### config.mk
export PLATFORM = sky130hd
export DESIGN_NAME = cbus_master_arb
export DESIGN_NICKNAME = d
export VERILOG_FILES = /design/src/rtl/cbus_master_arb.sv
export SDC_FILE = /design/constraint.sdc
export NUM_CORES = 1
export LEC_CHECK = 0
export BUFFER_PORTS_ARGS = -buffer_cell sky130_fd_sc_hd__buf_2
export CELL_PAD_IN_SITES_DETAIL_PLACEMENT = 1
export CELL_PAD_IN_SITES_GLOBAL_PLACEMENT = 2
export CORE_UTILIZATION = 26
export CTS_CLUSTER_SIZE = 40
export DETAILED_ROUTE_END_ITERATION = 10
export PLACE_DENSITY = 0.9
export SLEW_MARGIN = 5
export SYNTH_ARGS = -nofsm -noshare
export SYNTH_HDL_FRONTEND = slang
export SYNTH_SLANG_ARGS = --single-unit
### constraint.sdc
create_clock -name clk -period 4.8 [get_ports clk]
set_clock_uncertainty 0.1 [all_clocks]
set_input_delay 0.48 -clock clk [delete_from_list [all_inputs] [get_ports clk]]
set_output_delay 0.48 -clock clk [all_outputs]
set_load 0.05 [all_outputs]
### src/rtl/cbus_master_arb.sv
// Round-robin arbiter sharing one cbus slave port between NUM_REQ cbus masters.
// Optional ISSUE timeout/abort is enabled by defining CBUS_ARB_TIMEOUT_EN.
module cbus_master_arb #(
  parameter int unsigned     NUM_REQ    = 4,
  parameter int unsigned     REQ_WIDTH  = $clog2(NUM_REQ),
  parameter int unsigned     AW         = 16,
  parameter int unsigned     DW         = 32,
  parameter int unsigned     TO_WID     = 8,
  parameter logic [DW-1:0]   ABORT_DATA = 32'hDEAD_BEEF
) (
  input  logic                   clk,
  input  logic                   sreset,
  input  logic [NUM_REQ-1:0]     req_cfg_req,
  input  logic [NUM_REQ-1:0]     req_cmd,
  input  logic [AW*NUM_REQ-1:0]  req_address,
  input  logic [DW*NUM_REQ-1:0]  req_wdata,
  output logic [NUM_REQ-1:0]     req_waccept,
  output logic [NUM_REQ-1:0]     req_rresp,
  output logic [DW-1:0]          req_rdatap,
  output logic [NUM_REQ-1:0]     req_err,
  output logic                   mst_cfg_req,
  output logic                   mst_cmd,
  output logic [AW-1:0]          mst_address,
  output logic [DW-1:0]          mst_wdata,
  input  logic                   mst_waccept,
  input  logic [DW-1:0]          mst_rdatap,
  output logic [REQ_WIDTH-1:0]   grant_id,
  output logic                   busy
);

  if (NUM_REQ < 2 || NUM_REQ > 8 || TO_WID < 1 || $bits(ABORT_DATA) != DW) begin : g_bad_cfg
    $error("cbus_master_arb: unsupported parameter set");
  end

  typedef enum logic [2:0] {IDLE, ISSUE, RESP, RELEASE, GAP} state_e;

  state_e                 state_q, state_d;
  logic [REQ_WIDTH-1:0]   last_q, last_d;
  logic [REQ_WIDTH-1:0]   grant_q, grant_d;
  logic                   mreq_q, mreq_d;
  logic                   mcmd_q, mcmd_d;
  logic [AW-1:0]          maddr_q, maddr_d;
  logic [DW-1:0]          mwdata_q, mwdata_d;
  logic [DW-1:0]          rdata_q, rdata_d;
  logic [NUM_REQ-1:0]     wacc_q, wacc_d;
  logic                   busy_q;

  logic                   found;
  logic [REQ_WIDTH-1:0]   win;
  logic                   win_cmd;
  logic [AW-1:0]          win_addr;
  logic [DW-1:0]          win_wdata;
  logic [NUM_REQ-1:0]     grant_oh;

`ifdef CBUS_ARB_TIMEOUT_EN
  logic [TO_WID-1:0]      cnt_q, cnt_d;
  logic [NUM_REQ-1:0]     err_q, err_d;
`endif

  assign grant_oh = NUM_REQ'(1) << grant_q;

  // Circular scan from last_q+1: pass 0 covers indices above last_q, pass 1 wraps to 0..last_q.
  always_comb begin
    found     = 1'b0;
    win       = '0;
    win_cmd   = 1'b0;
    win_addr  = '0;
    win_wdata = '0;
    for (int unsigned p = 0; p < 2; p++) begin
      for (int unsigned j = 0; j < NUM_REQ; j++) begin
        if (!found && req_cfg_req[j] && ((j > 32'(last_q)) == (p == 0))) begin
          found     = 1'b1;
          win       = REQ_WIDTH'(j);
          win_cmd   = req_cmd[j];
          win_addr  = req_address[j*AW +: AW];
          win_wdata = req_wdata[j*DW +: DW];
        end
      end
    end
  end

  always_comb begin
    state_d  = state_q;
    last_d   = last_q;
    grant_d  = grant_q;
    mreq_d   = mreq_q;
    mcmd_d   = mcmd_q;
    maddr_d  = maddr_q;
    mwdata_d = mwdata_q;
    rdata_d  = rdata_q;
    wacc_d   = '0;
`ifdef CBUS_ARB_TIMEOUT_EN
    cnt_d    = cnt_q;
    err_d    = '0;
`endif
    unique case (state_q)
      IDLE: begin
        if (found) begin
          grant_d  = win;
          mreq_d   = 1'b1;
          mcmd_d   = win_cmd;
          maddr_d  = win_addr;
          mwdata_d = win_wdata;
          state_d  = ISSUE;
`ifdef CBUS_ARB_TIMEOUT_EN
          cnt_d    = '0;
`endif
        end
      end
      ISSUE: begin
`ifdef CBUS_ARB_TIMEOUT_EN
        cnt_d = cnt_q + 1'b1;
`endif
        // Accept has priority over a same-cycle abandon and over the terminal count.
        if (mst_waccept) begin
          mreq_d = 1'b0;
          if (!mcmd_q) rdata_d = mst_rdatap;
          wacc_d  = grant_oh;
          state_d = RESP;
        end else if (!req_cfg_req[grant_q]) begin
          mreq_d  = 1'b0;
          state_d = GAP;
        end
`ifdef CBUS_ARB_TIMEOUT_EN
        else if (cnt_q == '1) begin
          mreq_d  = 1'b0;
          rdata_d = ABORT_DATA;
          wacc_d  = grant_oh;
          err_d   = grant_oh;
          state_d = RESP;
        end
`endif
      end
      RESP: state_d = RELEASE;
      RELEASE: begin
        if (!req_cfg_req[grant_q]) state_d = GAP;
      end
      GAP: begin
        last_d  = grant_q;
        state_d = IDLE;
      end
      default: state_d = IDLE;
    endcase
  end

  always_ff @(posedge clk) begin
    if (sreset) begin
      state_q  <= IDLE;
      last_q   <= REQ_WIDTH'(NUM_REQ - 1);
      grant_q  <= '0;
      mreq_q   <= 1'b0;
      mcmd_q   <= 1'b0;
      maddr_q  <= '0;
      mwdata_q <= '0;
      rdata_q  <= '0;
      wacc_q   <= '0;
      busy_q   <= 1'b0;
`ifdef CBUS_ARB_TIMEOUT_EN
      cnt_q    <= '0;
      err_q    <= '0;
`endif
    end else begin
      state_q  <= state_d;
      last_q   <= last_d;
      grant_q  <= grant_d;
      mreq_q   <= mreq_d;
      mcmd_q   <= mcmd_d;
      maddr_q  <= maddr_d;
      mwdata_q <= mwdata_d;
      rdata_q  <= rdata_d;
      wacc_q   <= wacc_d;
      busy_q   <= (state_d != IDLE);
`ifdef CBUS_ARB_TIMEOUT_EN
      cnt_q    <= cnt_d;
      err_q    <= err_d;
`endif
    end
  end

  assign req_waccept = wacc_q;
  assign req_rresp   = wacc_q;
  assign req_rdatap  = rdata_q;
`ifdef CBUS_ARB_TIMEOUT_EN
  assign req_err     = err_q;
`else
  assign req_err     = '0;
`endif
  assign mst_cfg_req = mreq_q;
  assign mst_cmd     = mcmd_q;
  assign mst_address = maddr_q;
  assign mst_wdata   = mwdata_q;
  assign grant_id    = grant_q;
  assign busy        = busy_q;

endmodule

# == Word level (Yosys, flattened, before mapping) ==
# Cells that the tools add are included.
# word_totals
word_cells,97
output_inout_bits,97
reg_bits,94
# op_classes
shifts,1
order_cmp,4
n_eq_ne,6
n_reduce_logical,25
bitwise,6
mux,45
# ops
operator,count
32-bit 2-to-1 mux,7
16-bit 2-to-1 mux,7
1-bit 2-to-1 mux,19
1-bit logical AND,12
2-bit 2-to-1 mux,6
3-bit case mux with 4 select lines,1
3-bit 2-to-1 mux,3
"3-bit by 2-bit == test with 1-bit output, second input constant",2
1-bit zero test,6
1-bit NOT,6
3-bit AND reduction,2
"2-bit > comparator, first input constant",2
"1-bit by 2-bit << shifter with 4-bit output, first input constant",1
"3-bit by 1-bit == test with 1-bit output, second input constant",1
"3-bit == test, second input constant",1
3-bit zero test,1
"2-bit by 3-bit less-than comparator with 1-bit output, second input constant",1
"3-bit inequality test, second input constant",1
3-bit nonzero test,1
3-bit OR reduction,1
1-bit binary-select mux with 2-bit select,1
"1-bit by 2-bit > comparator with 1-bit output, first input constant",1
"2-bit inequality test, second input constant",1
1-bit case mux with 2 select lines,1
2 further kinds,2

# == Longest topological paths before layout ==
# logic_depth
ltp_word,29
ltp_mapped,9
mapped_depth_nobuf,5

# == Worst setup path before layout ==
# No wires, ideal clock.
# synth_timing
path_kind,register -> register
startpoint,"register grant_q[1], in the netlist grant_id[1]"
endpoint,register state_q[2]
slack_ps,2817
stages_incl_launch_ff,4
synth_period_minus_slack_ps,1983
setup_time_ps,104
t_arrival_ps,1779
path_buffers,0
path_cell_list,dfxtp_1 mux4_2 nand2b_1 a2111oi_2
# synth_between
elab_chain_len,5
# synth_lines
item,line,source
start: declaration,39,"logic [REQ_WIDTH-1:0] grant_q, grant_d;"
start signal: assignment,165,grant_q <= grant_d;
1-bit binary-select mux with 2-bit select (*),"120, 136",
1-bit 2-to-1 mux (implied by the code) (*),"120, 136",
3-bit 2-to-1 mux (*),"120, 136",
3-bit 2-to-1 mux,115,if (mst_waccept) begin
3-bit case mux with 4 select lines (*),96,unique case (state_q)
end signal: assignment,163,state_q <= state_d;
end: declaration,37,"state_e state_q, state_d;"
# Every way passes the cells marked *; elsewhere a longest branch is shown, timed or not. The select of a mux whose other input is x is not followed.
# A chain may end at the register's enable or synchronous reset.

# == Worst setup path after layout ==
# layout_timing
startpoint,register last_q[0]
endpoint,"register mwdata_q[0], in the netlist mst_wdata[0]"
# layout_between
elab_chain_len,27
elab_cells_between_ends,39
cone_classes,3 x order compare; 14 x mux; 3 x bitwise; 19 x reduce/logical
# layout_lines
item,line,source
start: declaration,38,"logic [REQ_WIDTH-1:0] last_q, last_d;"
start signal: assignment,149,last_q <= REQ_WIDTH'(NUM_REQ - 1);
start signal: assignment,164,last_q <= last_d;
1-bit by 2-bit > comparator with 1-bit output,71,if (!found && req_cfg_req[j] && ((j > 32'(last_q)) == (p == 0))) begin
1-bit logical AND,71,
1-bit 2-to-1 mux,71,
1-bit zero test,71,
1-bit logical AND (2 in a row),71,
1-bit 2-to-1 mux,71,
1-bit zero test,71,
1-bit logical AND (2 in a row),71,
[... 7 more ...],n/a,
1-bit 2-to-1 mux,71,
1-bit zero test,71,
1-bit logical AND (2 in a row),71,
1-bit 2-to-1 mux,71,
1-bit zero test,71,
1-bit logical AND (2 in a row),71,
1-bit 2-to-1 mux,71,
2-bit AND reduction (no source line),n/a,
end signal: assignment,169,mwdata_q <= mwdata_d;
end: declaration,43,"logic [DW-1:0] mwdata_q, mwdata_d;"
# Parallel ways exist; a longest one is shown, timed or not.

==> summary.txt <==
CTS
  • Num CTS Buffers: 9
  • CTS Buffer Depth: 2
  • TritonCTS clock tree: done
  • Root Buffer: clkbuf_16
  • Post-cts sizing count: 0
  • Clock Latency Late Sink: 0.35 ns
  • CTS sink count: 94
  • Post-CTS setup buffer count: 0
  • CTS hold repair buffers: 0
  • Clock-pin slew on the worst setup and hold paths: 0.09 ns
  • CTS H-tree depth: 3

Power and ir drop
  • Leakage: 3.53 nW
  • Max IR drop VDD: 126 uV
  • Power per cell area: 344 nW/um^2

Final layout
  • Share of layout cells above drive strength 1: 35.1%
  • Leading cell type in the layout, fill and taps excluded: buf_2
  • Post-route cell area: 8250 um^2
  • Syn-to-layout area delta: 30.7%
  • Most frequent cells in the layout: 326 x buf_2, 140 x nand2_1, 105 x a21oi_1
  • Post-route insts no fill: 1,426
  • Number of fill cells: 3,007
  • Nets: 1,331

Floorplan
  • Starting density of the core: 26.7%
  • Die height: 158 um
  • FP Rows: 56
  • Die width: 158 um
  • Core area: 23,600 um^2
  • Die area: 24,900 um^2
  • # IOs: 332

Setup path
  • Critical Path Max Stage Delay: 0.73 ns
  • Crit-path cells: nand2b_1 -> nand4_1 -> buf_4 -> and2_0 -> buf_4 -> a31oi_1
  • Worst setup EP type: register
  • Critical Path AT: 3.24 ns
  • CP required: 4.98 ns
  • CP Class: reg2reg
  • Worst-path maximum fanout: 24
  • CP max stage cell: nand2b_1
  • Crit path launch type: register
  • Most numerous cell on the critical path: buf_4

Place
  • Area after DPL: 7930 um^2
  • Post-DP HPWL: 19,700 um
  • Final GP Congestion: 0.837
  • # placed instances: 1,404
  • Port Buffer Count: 327

Timing
  • Fmax: 327 MHz
  • Total Neg Setup Slack: 0 ns
  • Post-route minimum period: 3.06 ns
  • Worst rel slew slack: 15.5%
  • Final hold violations: 0
  • RSZ-0062 raised after global routing: false
  • Final period util: 63.8%
  • Final setup fails: 0
  • Least-Margin Pin Slew: 1.26 ns
  • Max-slew violation count: 0

Synthesis
  • Post-Syn Area: 6310 um^2
  • Top FF cell, synth: dfxtp_1
  • Post-synth EDFFs: 0
  • Cell variety after synth: 52
  • Syn_area_per_cell: 7.47 um^2
  • Synth Register Bits: 94
  • Register area share after synthesis: 29.8%
  • Synth Instances: 845
  • Ys Warns: 0
  • Asr flop ratio synth: 0%

Global routing
  • Gr usage total: 22.1%
  • Overflow after GRT: 0
  • Antenna violations before repair: 7
  • Largest net degree at the start of global routing: 77
  • Global-route wire length before repair: 42,400 um
  • Vias in the first global route: 7,877

Drt
  • Routed vias: 7,710
  • DR DRC count: 0
  • Vias per cell: 5.41
  • Routed length per instance: 19.7 um
  • 1st-pass router iterations: 6
  • DRT antenna net count: 0
  • DRT Wirelength: 28,100 um
  • Iteration-0 DRC Markers: 437

Outcome
  • Outcome: complete, no violations

Flow run
  • Max_cap viols: 0

Min path
  • HP Class: in2reg
[power by group]
part | switching [mW] | internal, mW | total [mW]
sequential | 0.0705 | 0.882 | 0.952
clock | 0.385 | 0.370 | 0.754
combinational | 0.793 | 0.338 | 1.13
[cell families after synthesis]
kind of cell | count (synthesis) | share of synthesized area [%]
AO/OA/AOI/OAI | 344 | 38.7
buffers and inverters | 105 | 8.81
flip-flops | 94 | 29.8
multiplexers | 4 | 0.853
other | 1 | 0.0594
AND/OR/NAND/NOR | 297 | 21.8
[sequential cells by signal (all words and copies together), names as in the netlist, 2 cells and up]
register	count
grant_id	2
last_q	2
mst_address	16
mst_wdata	32
req_rdatap	32
req_rresp	4
state_q	3
[critical path, delay by kind of cell (launching register included)]
family	cells	cell delay, ns
AOI/OAI and AO/OA	1	0.18
buffers and inverters	2	0.66
DFF	1	0.54
and+or+nand+nor	3	1.49
[cells in the mapped netlist (all sizes together), types with 5 or more instances]
cell type  instances  area share, %
a211oi            21            2.5
o22ai             30            3.0
nand2b             5           0.50
a221oi            28            4.8
a31oi             23            2.3
nor2              44            2.7
a31o               7           0.97
o32ai             20            2.8
nand2            140            8.3
a22oi             22            2.6
a211o             31            4.3
nand4             20            2.0
o21bai            39            4.8
dfxtp             94             30
a21o               8           0.95
buf               60            6.1
a21oi            106            8.5
nor3              10           0.79
nand3             56            4.4
clkbuf            42            2.5
[final cells by class]
class                           count  area (um^2)  area share, %
Antenna cell                        6         15.0          0.182
Clock buffer                        9          225           2.73
Clock inverter                      7         72.6          0.880
Inverter                            3         11.3          0.137
Multi-Input combinational cell    649         3910           47.4
Sequential cell                    94         1880           22.8
Tap cell                          319          399           4.84
Timing Repair Buffer              339         1730           21.0
[path summary, 6_finish.rpt]
path                                   start                          end  slack [ns]  depth (start not counted)
setup / recovery      last_q[0]$_SDFFE_PP1N_    mst_wdata[0]$_SDFFE_PP0P_        1.74                          6
hold / removal                mst_rdatap[10]  req_rdatap[10]$_SDFFE_PP0P_        0.26                          3
setup reg to reg      last_q[0]$_SDFFE_PP1N_    mst_wdata[0]$_SDFFE_PP0P_        1.74                          6
hold reg to reg   req_rdatap[8]$_SDFFE_PP0P_   req_rdatap[8]$_SDFFE_PP0P_        0.35                          2
[metal layers]
metal	GRT usage (%)	part of all wire, %
met5	0	0.061
met4	9.43	2.4
met3	4.60	7.7
met2	37.4	47
met1	26.9	43
[metrics by stage]
stage	hold WS, ns	total power, mW	setup WS (ns)	utilization [%]
3_5_place_dp	0.346	2.10	1.62	33.6
5_1_grt	0.238	3.00	1.54	34.9
2_1_floorplan	0.454	1.76	2.82	-
3_3_place_gp	0.340	2.09	1.79	33.6
4_1_cts	0.235	2.88	1.75	34.9
6_report	0.257	2.84	1.74	34.9
Note: power is estimated with default switching activity, not from simulation.
